## src/rtl/wb_pkg.sv

```systemverilog
// wb_pkg: shared writeback defaults and the pending-queue entry type
package wb_pkg;
  localparam logic [4:0] WB_STATUS_REG = 5'd30;
  localparam logic [31:0] WB_DIV_ERR_CODE = 32'd5;
  typedef struct packed {
    logic live;
    logic [4:0] rd;
    logic [31:0] data;
  } wb_entry_t;
endpackage

```

## src/rtl/writeback_arbiter_if.sv

```systemverilog
// writeback_arbiter_if: MDU completion handshake (done/reg/data/err from the MDU, ready back from the arbiter)
interface writeback_arbiter_if;
  logic mdu_done;
  logic [4:0] mdu_reg;
  logic [31:0] mdu_data;
  logic mdu_err;
  logic mdu_ready;
  modport master (output mdu_done, mdu_reg, mdu_data, mdu_err, input mdu_ready);
  modport slave (input mdu_done, mdu_reg, mdu_data, mdu_err, output mdu_ready);
endinterface

```

## src/rtl/wb_pending_fifo.sv

```systemverilog
// wb_pending_fifo: circular queue of MDU results with kill-by-register, head pop, two-port youngest-match bypass and full/empty flags
module wb_pending_fifo import wb_pkg::*; #(
  parameter int unsigned DEPTH = 2
) (
  input  logic clock,
  input  logic reset,
  input  logic push,
  input  wb_entry_t push_entry,
  input  logic pop,
  input  logic kill,
  input  logic [4:0] kill_reg,
  input  logic [4:0] byp_a_reg,
  input  logic [4:0] byp_b_reg,
  output wb_entry_t head,
  output logic empty,
  output logic full,
  output logic byp_a_hit,
  output logic [31:0] byp_a_data,
  output logic byp_b_hit,
  output logic [31:0] byp_b_data
);
  localparam int AW = $clog2(DEPTH);
  wb_entry_t mem [DEPTH];
  logic [DEPTH-1:0] vld;
  logic [AW-1:0] wr_ptr, rd_ptr, idx;
  always_ff @(posedge clock or negedge reset)
    if (!reset) begin
      vld <= '0;
      wr_ptr <= '0;
      rd_ptr <= '0;
    end else begin
      if (pop) begin
        vld[rd_ptr] <= 1'b0;
        rd_ptr <= rd_ptr + 1'b1;
      end
      if (push) begin
        vld[wr_ptr] <= 1'b1;
        wr_ptr <= wr_ptr + 1'b1;
      end
    end
  // push follows kill so an entry written this cycle is never killed by a same-cycle pipe write
  always_ff @(posedge clock) begin
    for (int i = 0; i < DEPTH; i++)
      if (kill && mem[i].rd == kill_reg) mem[i].live <= 1'b0;
    if (push) mem[wr_ptr] <= push_entry;
  end
  assign head = mem[rd_ptr];
  assign empty = ~|vld;
  assign full = &vld;
  // walk oldest to youngest so the last match (youngest) wins
  always_comb begin
    byp_a_hit = 1'b0;
    byp_a_data = '0;
    byp_b_hit = 1'b0;
    byp_b_data = '0;
    idx = '0;
    for (int k = 0; k < DEPTH; k++) begin
      idx = rd_ptr + k[AW-1:0];
      if (vld[idx] && mem[idx].live && byp_a_reg != '0 && mem[idx].rd == byp_a_reg) begin
        byp_a_hit = 1'b1;
        byp_a_data = mem[idx].data;
      end
      if (vld[idx] && mem[idx].live && byp_b_reg != '0 && mem[idx].rd == byp_b_reg) begin
        byp_b_hit = 1'b1;
        byp_b_data = mem[idx].data;
      end
    end
  end
endmodule

```

## src/rtl/writeback_arbiter.sv

```systemverilog
// writeback_arbiter: shares the regfile write port (rf_*) between W-stage pipe writes and queued MDU results (mdu if), tracks busy MDU destinations (busy_mask), forwards queued data to decode (byp_*) and requests a front-end stall (stall_req)
module writeback_arbiter import wb_pkg::*; #(
  parameter int unsigned DEPTH = 2,
  parameter int unsigned STARVE_LIMIT = 4,
  parameter logic [4:0] STATUS_REG = WB_STATUS_REG,
  parameter logic [31:0] DIV_ERR_CODE = WB_DIV_ERR_CODE
) (
  input  logic clock,
  input  logic reset,
  input  logic pipe_we,
  input  logic [4:0] pipe_reg,
  input  logic [31:0] pipe_data,
  input  logic mdu_issue,
  input  logic [4:0] mdu_issue_reg,
  writeback_arbiter_if.slave mdu,
  output logic rf_we,
  output logic [4:0] rf_reg,
  output logic [31:0] rf_data,
  output logic [31:0] busy_mask,
  input  logic [4:0] byp_a_reg,
  input  logic [4:0] byp_b_reg,
  output logic byp_a_hit,
  output logic [31:0] byp_a_data,
  output logic byp_b_hit,
  output logic [31:0] byp_b_data,
  output logic stall_req
);
  localparam int GW = $clog2(STARVE_LIMIT + 1);
  localparam logic [GW-1:0] LIM = GW'(STARVE_LIMIT);
  wb_entry_t head, push_entry;
  logic empty, full, pipe_wr, accept, pop, head_write;
  logic [GW-1:0] age;
  logic [31:0] busy_next;
  assign pipe_wr = pipe_we && pipe_reg != '0;
  assign mdu.mdu_ready = reset && !full;
  assign accept = mdu.mdu_done && mdu.mdu_ready;
  assign push_entry = mdu.mdu_err ? wb_entry_t'{1'b1, STATUS_REG, DIV_ERR_CODE}
                                  : wb_entry_t'{mdu.mdu_reg != '0, mdu.mdu_reg, mdu.mdu_data};
  // a live head yields to the pipe; a dead head drains unconditionally
  assign pop = !empty && !(head.live && pipe_wr);
  assign head_write = pop && head.live && head.rd != '0;
  assign rf_we = reset && (pipe_wr || head_write);
  assign rf_reg = !rf_we ? '0 : pipe_wr ? pipe_reg : head.rd;
  assign rf_data = !rf_we ? '0 : pipe_wr ? pipe_data : head.data;
  assign stall_req = reset && (full || age == LIM);
  always_comb begin
    busy_next = busy_mask;
    if (accept) busy_next[mdu.mdu_reg] = 1'b0;
    if (mdu_issue && mdu_issue_reg != '0) busy_next[mdu_issue_reg] = 1'b1;
  end
  always_ff @(posedge clock or negedge reset)
    if (!reset) begin
      busy_mask <= '0;
      age <= '0;
    end else begin
      busy_mask <= busy_next;
      age <= (empty || pop) ? '0 : (head.live && age != LIM) ? age + 1'b1 : age;
    end
  wb_pending_fifo #(.DEPTH(DEPTH)) u_fifo (
    .clock(clock),
    .reset(reset),
    .push(accept),
    .push_entry(push_entry),
    .pop(pop),
    .kill(pipe_wr),
    .kill_reg(pipe_reg),
    .byp_a_reg(byp_a_reg),
    .byp_b_reg(byp_b_reg),
    .head(head),
    .empty(empty),
    .full(full),
    .byp_a_hit(byp_a_hit),
    .byp_a_data(byp_a_data),
    .byp_b_hit(byp_b_hit),
    .byp_b_data(byp_b_data)
  );
endmodule
```

## src/flat_wrapper.sv

```systemverilog
// flat-port wrapper written by rule: the top's interface ports become plain ports
module writeback_arbiter_flat import wb_pkg::*;
#(
  parameter int unsigned DEPTH = 2,
  parameter int unsigned STARVE_LIMIT = 4,
  parameter logic [4:0] STATUS_REG = WB_STATUS_REG,
  parameter logic [31:0] DIV_ERR_CODE = WB_DIV_ERR_CODE
)
  (clock, reset, pipe_we, pipe_reg, pipe_data, mdu_issue, mdu_issue_reg, rf_we, rf_reg, rf_data, busy_mask, byp_a_reg, byp_b_reg, byp_a_hit, byp_a_data, byp_b_hit, byp_b_data, stall_req, mdu_mdu_done, mdu_mdu_reg, mdu_mdu_data, mdu_mdu_err, mdu_mdu_ready);
  writeback_arbiter_if mdu_i ();
  input  logic clock;
  input  logic reset;
  input  logic pipe_we;
  input  logic [4:0] pipe_reg;
  input  logic [31:0] pipe_data;
  input  logic mdu_issue;
  input  logic [4:0] mdu_issue_reg;
  output logic rf_we;
  output logic [4:0] rf_reg;
  output logic [31:0] rf_data;
  output logic [31:0] busy_mask;
  input  logic [4:0] byp_a_reg;
  input  logic [4:0] byp_b_reg;
  output logic byp_a_hit;
  output logic [31:0] byp_a_data;
  output logic byp_b_hit;
  output logic [31:0] byp_b_data;
  output logic stall_req;
  input wire logic [$bits(mdu_i.mdu_done)-1:0] mdu_mdu_done;
  input wire logic [$bits(mdu_i.mdu_reg)-1:0] mdu_mdu_reg;
  input wire logic [$bits(mdu_i.mdu_data)-1:0] mdu_mdu_data;
  input wire logic [$bits(mdu_i.mdu_err)-1:0] mdu_mdu_err;
  output wire logic [$bits(mdu_i.mdu_ready)-1:0] mdu_mdu_ready;
  assign mdu_i.mdu_done = mdu_mdu_done;
  assign mdu_i.mdu_reg = mdu_mdu_reg;
  assign mdu_i.mdu_data = mdu_mdu_data;
  assign mdu_i.mdu_err = mdu_mdu_err;
  assign mdu_mdu_ready = mdu_i.mdu_ready;
  writeback_arbiter #(.DEPTH(DEPTH), .STARVE_LIMIT(STARVE_LIMIT), .STATUS_REG(STATUS_REG), .DIV_ERR_CODE(DIV_ERR_CODE)) u_core (.clock(clock), .reset(reset), .pipe_we(pipe_we), .pipe_reg(pipe_reg), .pipe_data(pipe_data), .mdu_issue(mdu_issue), .mdu_issue_reg(mdu_issue_reg), .mdu(mdu_i), .rf_we(rf_we), .rf_reg(rf_reg), .rf_data(rf_data), .busy_mask(busy_mask), .byp_a_reg(byp_a_reg), .byp_b_reg(byp_b_reg), .byp_a_hit(byp_a_hit), .byp_a_data(byp_a_data), .byp_b_hit(byp_b_hit), .byp_b_data(byp_b_data), .stall_req(stall_req));
endmodule
```

## config.mk

```make
export PLATFORM = sky130hd
export DESIGN_NAME = writeback_arbiter_flat
export DESIGN_NICKNAME = d
export VERILOG_FILES = /design/src/rtl/wb_pkg.sv /design/src/rtl/writeback_arbiter_if.sv /design/src/rtl/wb_pending_fifo.sv /design/src/rtl/writeback_arbiter.sv /design/src/flat_wrapper.sv
export SDC_FILE = /design/constraint.sdc
export NUM_CORES = 1
export LEC_CHECK = 0
export ABC_CLOCK_PERIOD_IN_PS = 6000
export CAP_MARGIN = 5
export CORE_ASPECT_RATIO = 1.1
export CORE_MARGIN = 10
export CORE_UTILIZATION = 45
export CTS_CLUSTER_SIZE = 28
export DETAILED_ROUTE_END_ITERATION = 8
export PLACE_DENSITY = 0.78
export SYNTH_ARGS = -nofsm -noshare
export SYNTH_HDL_FRONTEND = slang
export SYNTH_SLANG_ARGS = --single-unit
```

## constraint.sdc

```tcl
create_clock -name clock -period 6 [get_ports clock]
set_input_delay 0.6 -clock clock [delete_from_list [all_inputs] [get_ports clock]]
set_output_delay 0.6 -clock clock [all_outputs]
set_load 0.01 [all_outputs]
```

==> impl_metrics.toml <==
[clock_tree]
post-cts-setup-buffers = 0
holdBufCountCts = 0
insertion_delay_ps = 410
clk_pin_slew_ps = 50
cts_buffer_depth = 2
cts_tree = "built"
cts_resized = 0
cts_made_buffers = 17
clockRootBuffer = "clkbuf_16"
cts_sinks = 115
htree_levels = 4

[global_route]
grt_overflow = 0
grt_pass1_vias = 6494
grt_max_degree = 66
gr-usage-all-layers_pct = 21.5
grt_pass1_wl_mm = 37.1
antenna_found_initial = 3

[worst_setup_path]
critPathArrivalTime_ps = 3940
setup.worst_path.class = "reg -> out"
path_max_fanout = 24
required_ps = 5400
startpoint_type = "flop"
critPathCaptureType = "output port"

[sta]
slew_headroom_pct = 25.3
fin_worst_skew_ps = 8.81
rsz0062_at_grt = "false"
tightestPinTransition_ps = 1120
post-route-period-util_pct = 75.6
fin_tns_setup_ps = 0
finalMaxSlewViolations = 0
fin_ws_ps = 1460
max_freq_mhz = 220
fin_crit_ps = 4540
setup_viol_count_final = 0
finalHoldViolCount = 0

[pwr]
powerDensity_mw_per_mm2 = 319
p_leak_nw = 4.21
internal-power_mw = 2.22
p_seq_share_pct = 32.7
pwr-share-comb_pct = 36.8
p_sw_mw = 1.09
p_clk_share_pct = 30.5
ir_drop_mv = 0.172
p_sw_share_pct = 33.1

[synthesis]
synth_top_area_cell = "edfxtp_1"
synthXorXnorAreaFrac_pct = 3.71
ys_async_sr_fraction_pct = 33.9
synth_area_per_cell_um2 = 10.1
synth_edf_count = 76
netlist_area_mm2 = 0.00733
ys_ff_latch = 115
ys_seq_area_share_pct = 44.5
synth_compound_area_share_pct = 8.64
synth_top_area_share_pct = 31.2
synthAdderAreaFrac_pct = 0.342
synth_mux_area_share_pct = 19.9
synthFlopType = "edfxtp_1"
synth_cell_types = 47
yosysMostFrequentCell = "mux2i_1"
synth_top_family_by_area = "multiplexers"
synth_cells = 725
syn_nets = 822
yosys_warnings = 0
synth.area.top_cells = "edfxtp_1 (31%), mux2i_1 (14%), dfrtp_1 (13%), mux2_2 (4.9%), nand2_1 (4.7%)"
yosys.area_share.simple_pct = 18.9
synth_common_cells = "mux2i_1 (103), nand2_1 (91), edfxtp_1 (76), nand3_1 (63), o21ai_0 (44)"

[place]
hpwl_mm = 17.5
gp_congestion = 0.884
io_buffers = 232
pre_cts_ws_ps = 1720

[drt]
dr.pass1.iters = 7
via_count = 6487
drt-total-wl_mm = 24.2
route.antenna.remaining_nets = 0
wl_per_cell_um = 21.0
first_iter_violations = 525
route.detailed.drc = 0
vias_per_cell = 5.62

[finish]
fillers = 1286
final_util_pct = 65.5
areaGrowthSynthToFinish_pct = 41.8
drive_gt1_share_pct = 10.3
final_nets = 1036

[job]
maxCapViolCount = 0

[die]
die_width_um = 142
die_height_um = 154
core_area_mm2 = 0.0159
initial_utilization_pct = 46.2
rows = 48
die-area_mm2 = 0.0218
pin_count = 233

[run_status]
outcome = "completed"

[hold_path]
min_path_type = "in -> async"
[power by group through the flow]
stage / combinational, mW / clock (mW) / sequential [mW]
final: 1.22 / 1.01 / 1.08
after global routing: 1.31 / 1.06 / 1.10
after CTS: 1.22 / 1.02 / 1.08
after detailed placement: 1.21 / 0 / 1.09
after global placement: 1.20 / 0 / 1.09
after floorplan: 0.755 / 0 / 1.08
[registers in the layout, indices dropped and copies added, names as in the netlist]
register	cells
u_core.u_fifo.wr_ptr	1
u_core.u_fifo.vld	2
u_core.busy_mask	32
u_core.age	3
u_core.u_fifo.mem	76
u_core.u_fifo.rd_ptr	1
[cells in the final DEF (no fill, tap or decap), drive strengths merged, types with 5 or more instances in the layout]
cell type,count
clkdlybuf4s50,231
nand2,91
xor2,7
nand2b,5
a21oi,37
clkbuf,27
a211oi,5
mux2,32
buf,15
nor2,20
edfxtp,76
nor3,11
nand4,15
inv,10
nor2b,33
nand3,65
dfrtp,39
mux2i,107
o21ai,46
or2,6
o2bb2ai,9
xnor2,24
nand3b,5
[worst max-delay path, stage by stage, from the launching register on]
cell and delay [ps]:
dfrtp_4 610, mux2i_1 570, xnor2_1 190, nor3_4 910
buf_4 330, nand3_1 120, mux2i_1 180, clkdlybuf4s50_1 600
[stage by stage]
| stage | power, mW | hold slack (ps) | area, um2 | instances |
|---|---|---|---|---|
| 3_3_place_gp | 2.29 | 474 | 9770 | 1120 |
| 6_report | 3.31 | 260 | 10400 | 1154 |
| 5_1_grt | 3.47 | 289 | 10400 | 1153 |
| 3_5_place_dp | 2.31 | 473 | 9770 | 1120 |
| 4_1_cts | 3.32 | 267 | 10400 | 1152 |
| 2_1_floorplan | 1.83 | 304 | 7330 | 725 |
[per-layer routing]
| layer | vias up | track usage [%] | share of wire [%] |
|---|---|---|---|
| met5 | - | 0 | 0 |
| met4 | 0 | 7.60 | 2.2 |
| met3 | 33 | 6.41 | 8.2 |
| met2 | 250 | 36.8 | 51 |
| met1 | 3139 | 24.7 | 39 |
| li1 | 3065 | - | - |
[kinds of logic (layout without fill, tap and decap cells)]
| logic type | count (synthesis) | after routing |
|---|---|---|
| flip-flops | 115 | 115 |
| adder cells (fa/ha/maj) | 2 | 2 |
| buffers and inverters | 59 | 286 |
| AO/OA/AOI/OAI | 110 | 110 |
| XOR/XNOR | 31 | 31 |
| AND/OR/NAND/NOR | 269 | 269 |
| multiplexers | 139 | 139 |
| other | 0 | 2 |
[final cells by class]
class | instances | area [um2] | share of cell area, %
tap | 200 | 250 | 2.41
clock inverter | 5 | 27.5 | 0.265
sequential | 115 | 3260 | 31.4
timing repair buffer | 246 | 2420 | 23.3
clock buffer | 27 | 579 | 5.58
multi-input combinational | 551 | 3810 | 36.7
antenna | 2 | 5.00 | 0.0482
inverter | 8 | 30.0 | 0.289
[final timing paths]
| kind | endpoint | slack (ps) | depth (start not counted) | from |
|---|---|---|---|---|
| min in group clock | u_core.busy_mask[25] | 490 | 1 | u_core.busy_mask[25] |
| max in group asynchronous | u_core.u_fifo.rd_ptr | 5310 | 2 | reset |
| setup / recovery | byp_a_data[8] | 1460 | 7 | u_core.u_fifo.rd_ptr |
| hold reg to reg | u_core.busy_mask[25] | 490 | 1 | u_core.busy_mask[25] |
| setup reg to reg | u_core.u_fifo.mem[0][3] | 3220 | 5 | u_core.u_fifo.vld[0] |
| hold / removal | u_core.busy_mask[31] | 260 | 2 | reset |
Power figures use the tool's default switching activity.
==> variant: new RTL, config.mk and constraints unchanged <==
`STARVE_LIMIT` is set to 4 in 2 places; all go to 2.
--- a/src/rtl/writeback_arbiter.sv
+++ b/src/rtl/writeback_arbiter.sv
@@ -3,3 +3,3 @@
   parameter int unsigned DEPTH = 2,
-  parameter int unsigned STARVE_LIMIT = 4,
+  parameter int unsigned STARVE_LIMIT = 2,
   parameter logic [4:0] STATUS_REG = WB_STATUS_REG,
--- a/src/flat_wrapper.sv
+++ b/src/flat_wrapper.sv
@@ -4,3 +4,3 @@
   parameter int unsigned DEPTH = 2,
-  parameter int unsigned STARVE_LIMIT = 4,
+  parameter int unsigned STARVE_LIMIT = 2,
   parameter logic [4:0] STATUS_REG = WB_STATUS_REG,
Function: changed (a bounded check fails within 4 cycles, from zero or initial values and one cycle with reset low).
==> variant against the original RTL <==
- area after synthesis down 2.0%
- setup slack improved by 0.21 ns
- power is 2.6% higher
- maximum frequency grew 4.8%
- synthesized cell count shrank 4.1%
- final area decreased by 1.1%
- highest routed layer unchanged
- routed wire length fell by 0.37%
- sequential cell count decreased by 1
==> variant: results (changes against the original RTL) <==
\begin{tabular}{lr}
\hline
Metric & Value \\
\hline
\multicolumn{2}{l}{\textbf{Synthesis}} \\
\quad Cells taking the most area after synthesis & edfxtp\_1, mux2i\_1, dfrtp\_1 (unchanged) \\
\quad Mux contribution to synthesized area & 0.203 (was 0.199) \\
\quad Share of async-settable or async-resettable flops after synthesis & 0.333 (was 0.339) \\
\quad Synth top area share & 0.318 (was 0.312) \\
\quad XOR/XNOR share of the synthesized area & 0.0401 (was 0.0371) \\
\quad Sequential share of the synthesized area & 0.451 (was 0.445) \\
\quad Post-synth cell types & 53 (was 47) \\
\quad Compound-gate portion of the synthesized area & 0.0888 (was 0.0864) \\
\quad Post-synthesis net count & 791 (was 822) \\
\multicolumn{2}{l}{\textbf{Routing}} \\
\quad Pre-Repair DR Iteration Count & 5 (was 7) \\
\quad Initial DRC Count & 441 (was 525) \\
\quad WL per Instance & 21.4 um (was 21.0 um) \\
\quad Number of vias after detailed routing & 6341 (was 6487) \\
\multicolumn{2}{l}{\textbf{Timing}} \\
\quad Fin Clk Skew & 0.0134 ns (was 0.00881 ns) \\
\quad Worst slew slack as a fraction of its limit & 0.205 (was 0.253) \\
\multicolumn{2}{l}{\textbf{Placement}} \\
\quad Post-detailed-placement half-perimeter wirelength & 17.5 mm (about the same) \\
\quad Area after detailed placement & 9650 sq um (was 9770 sq um) \\
\quad Routability-driven placement congestion ratio & 0.856 (was 0.884) \\
\multicolumn{2}{l}{\textbf{Global routing}} \\
\quad Overall track demand over capacity in global routing & 0.214 (was 0.215) \\
\quad Largest net degree at the start of global routing & 57 (was 66) \\
\quad Vias in the first global route & 6400 (was 6494) \\
\quad First-pass GRT wire length & 36.6 mm (was 37.1 mm) \\
\multicolumn{2}{l}{\textbf{Worst setup path}} \\
\quad CP arrival & 3.73 ns (was 3.94 ns) \\
\quad Register-to-register path setup slack & 3.31 ns (was 3.22 ns) \\
\multicolumn{2}{l}{\textbf{Finish}} \\
\quad Fraction of final layout cells with drive strength greater than 1 & 0.114 (was 0.103) \\
\quad Filler cell count & 1267 (was 1286) \\
\quad Final \#Nets & 1011 (was 1036) \\
\quad Biggest regs & u\_core.u\_fifo.mem x76, u\_core.busy\_mask x32 (was u\_core.u\_fifo.mem x76, u\_core.busy\_mask x32, u\_core.age x3) \\
\multicolumn{2}{l}{\textbf{Pwr}} \\
\quad Static leakage & 0.00409 uW (was 0.00421 uW) \\
\multicolumn{2}{l}{\textbf{Run status}} \\
\quad Outcome & finished clean (unchanged) \\
\hline
\end{tabular}
variant: cell types whose count changed after synthesis, sizes merged, moves of 5 or more:
cell | unedited run | this run
clkbuf | 26 | 17
nand2 | 91 | 77
nand2b | 5 | 0
nand3b | 5 | 10
nand4 | 15 | 10
o21ai | 46 | 64
o2bb2ai | 9 | 1
variant: worst paths after layout:
kind,start,endpoint,cells after the start
min in group clock,u_core.busy_mask[0]$_DFF_PN0_,u_core.busy_mask[0]$_DFF_PN0_,1
hold / removal,reset,u_core.busy_mask[18]$_DFF_PN0_,2
hold reg to reg,u_core.busy_mask[0]$_DFF_PN0_,u_core.busy_mask[0]$_DFF_PN0_,1
max in group asynchronous,reset,u_core.u_fifo.rd_ptr$_DFFE_PN0N_,2
setup reg to reg,u_core.u_fifo.vld[0]$_DFF_PN0_,u_core.u_fifo.mem[1][13]$_DFFE_PP_,5
setup / recovery,u_core.u_fifo.rd_ptr$_DFFE_PN0N_,byp_a_data[23],7
variant: kinds of logic after synthesis:
| group | Yosys count |
|---|---|
| flops | 114 |
| buf+inv | 47 |
| simple gates | 244 |
| xor+xnor | 32 |
| compound gates | 118 |
| fa+ha+maj | 1 |
| mux | 139 |
variant: power breakdown:
part / total [uW] / switching, uW / internal (uW)
clock: 1040 / 380 / 661
sequential: 1100 / 115 / 989
combinational: 1250 / 666 / 586
variant: area by class of cell:
class	count	area, sq um	area share
Antenna cell	1	2.50	0.000244
Multi-Input combinational cell	534	3740	0.364
Inverter	4	15.0	0.00146
Sequential cell	114	3240	0.315
Clock inverter	11	110	0.0107
Clock buffer	21	514	0.0501
Tap cell	200	250	0.0244
Timing Repair Buffer	244	2410	0.234
variant: per-stage QoR:
stage          setup slack, ns  hold WS (ns)  total power (uW)  std cells
3_5_place_dp              1.86         0.492              2360       1096
4_1_cts                   1.69         0.257              3410       1128
2_1_floorplan             2.60         0.304              1870        695
5_1_grt                   1.52         0.297              3560       1128
3_3_place_gp              1.90         0.486              2340       1096
6_report                  1.67         0.240              3400       1129
variant: metal layers:
| metal | share of wire | vias up | GRT usage |
|---|---|---|---|
| li1 | - | 2994 | - |
| met1 | 0.39 | 3049 | 0.242 |
| met2 | 0.50 | 265 | 0.367 |
| met3 | 0.097 | 33 | 0.0739 |
| met4 | 0.019 | 0 | 0.0733 |
| met5 | 0 | - | 0 |
variant: worst max-delay path: stages (launching register included):
cell and delay, ns:
dfrtp_4 0.69, mux2i_1 0.46, xnor2_1 0.17, nor3_4 0.64, buf_4 0.39, nand3_1 0.11
mux2i_1 0.23, clkdlybuf4s50_1 0.61
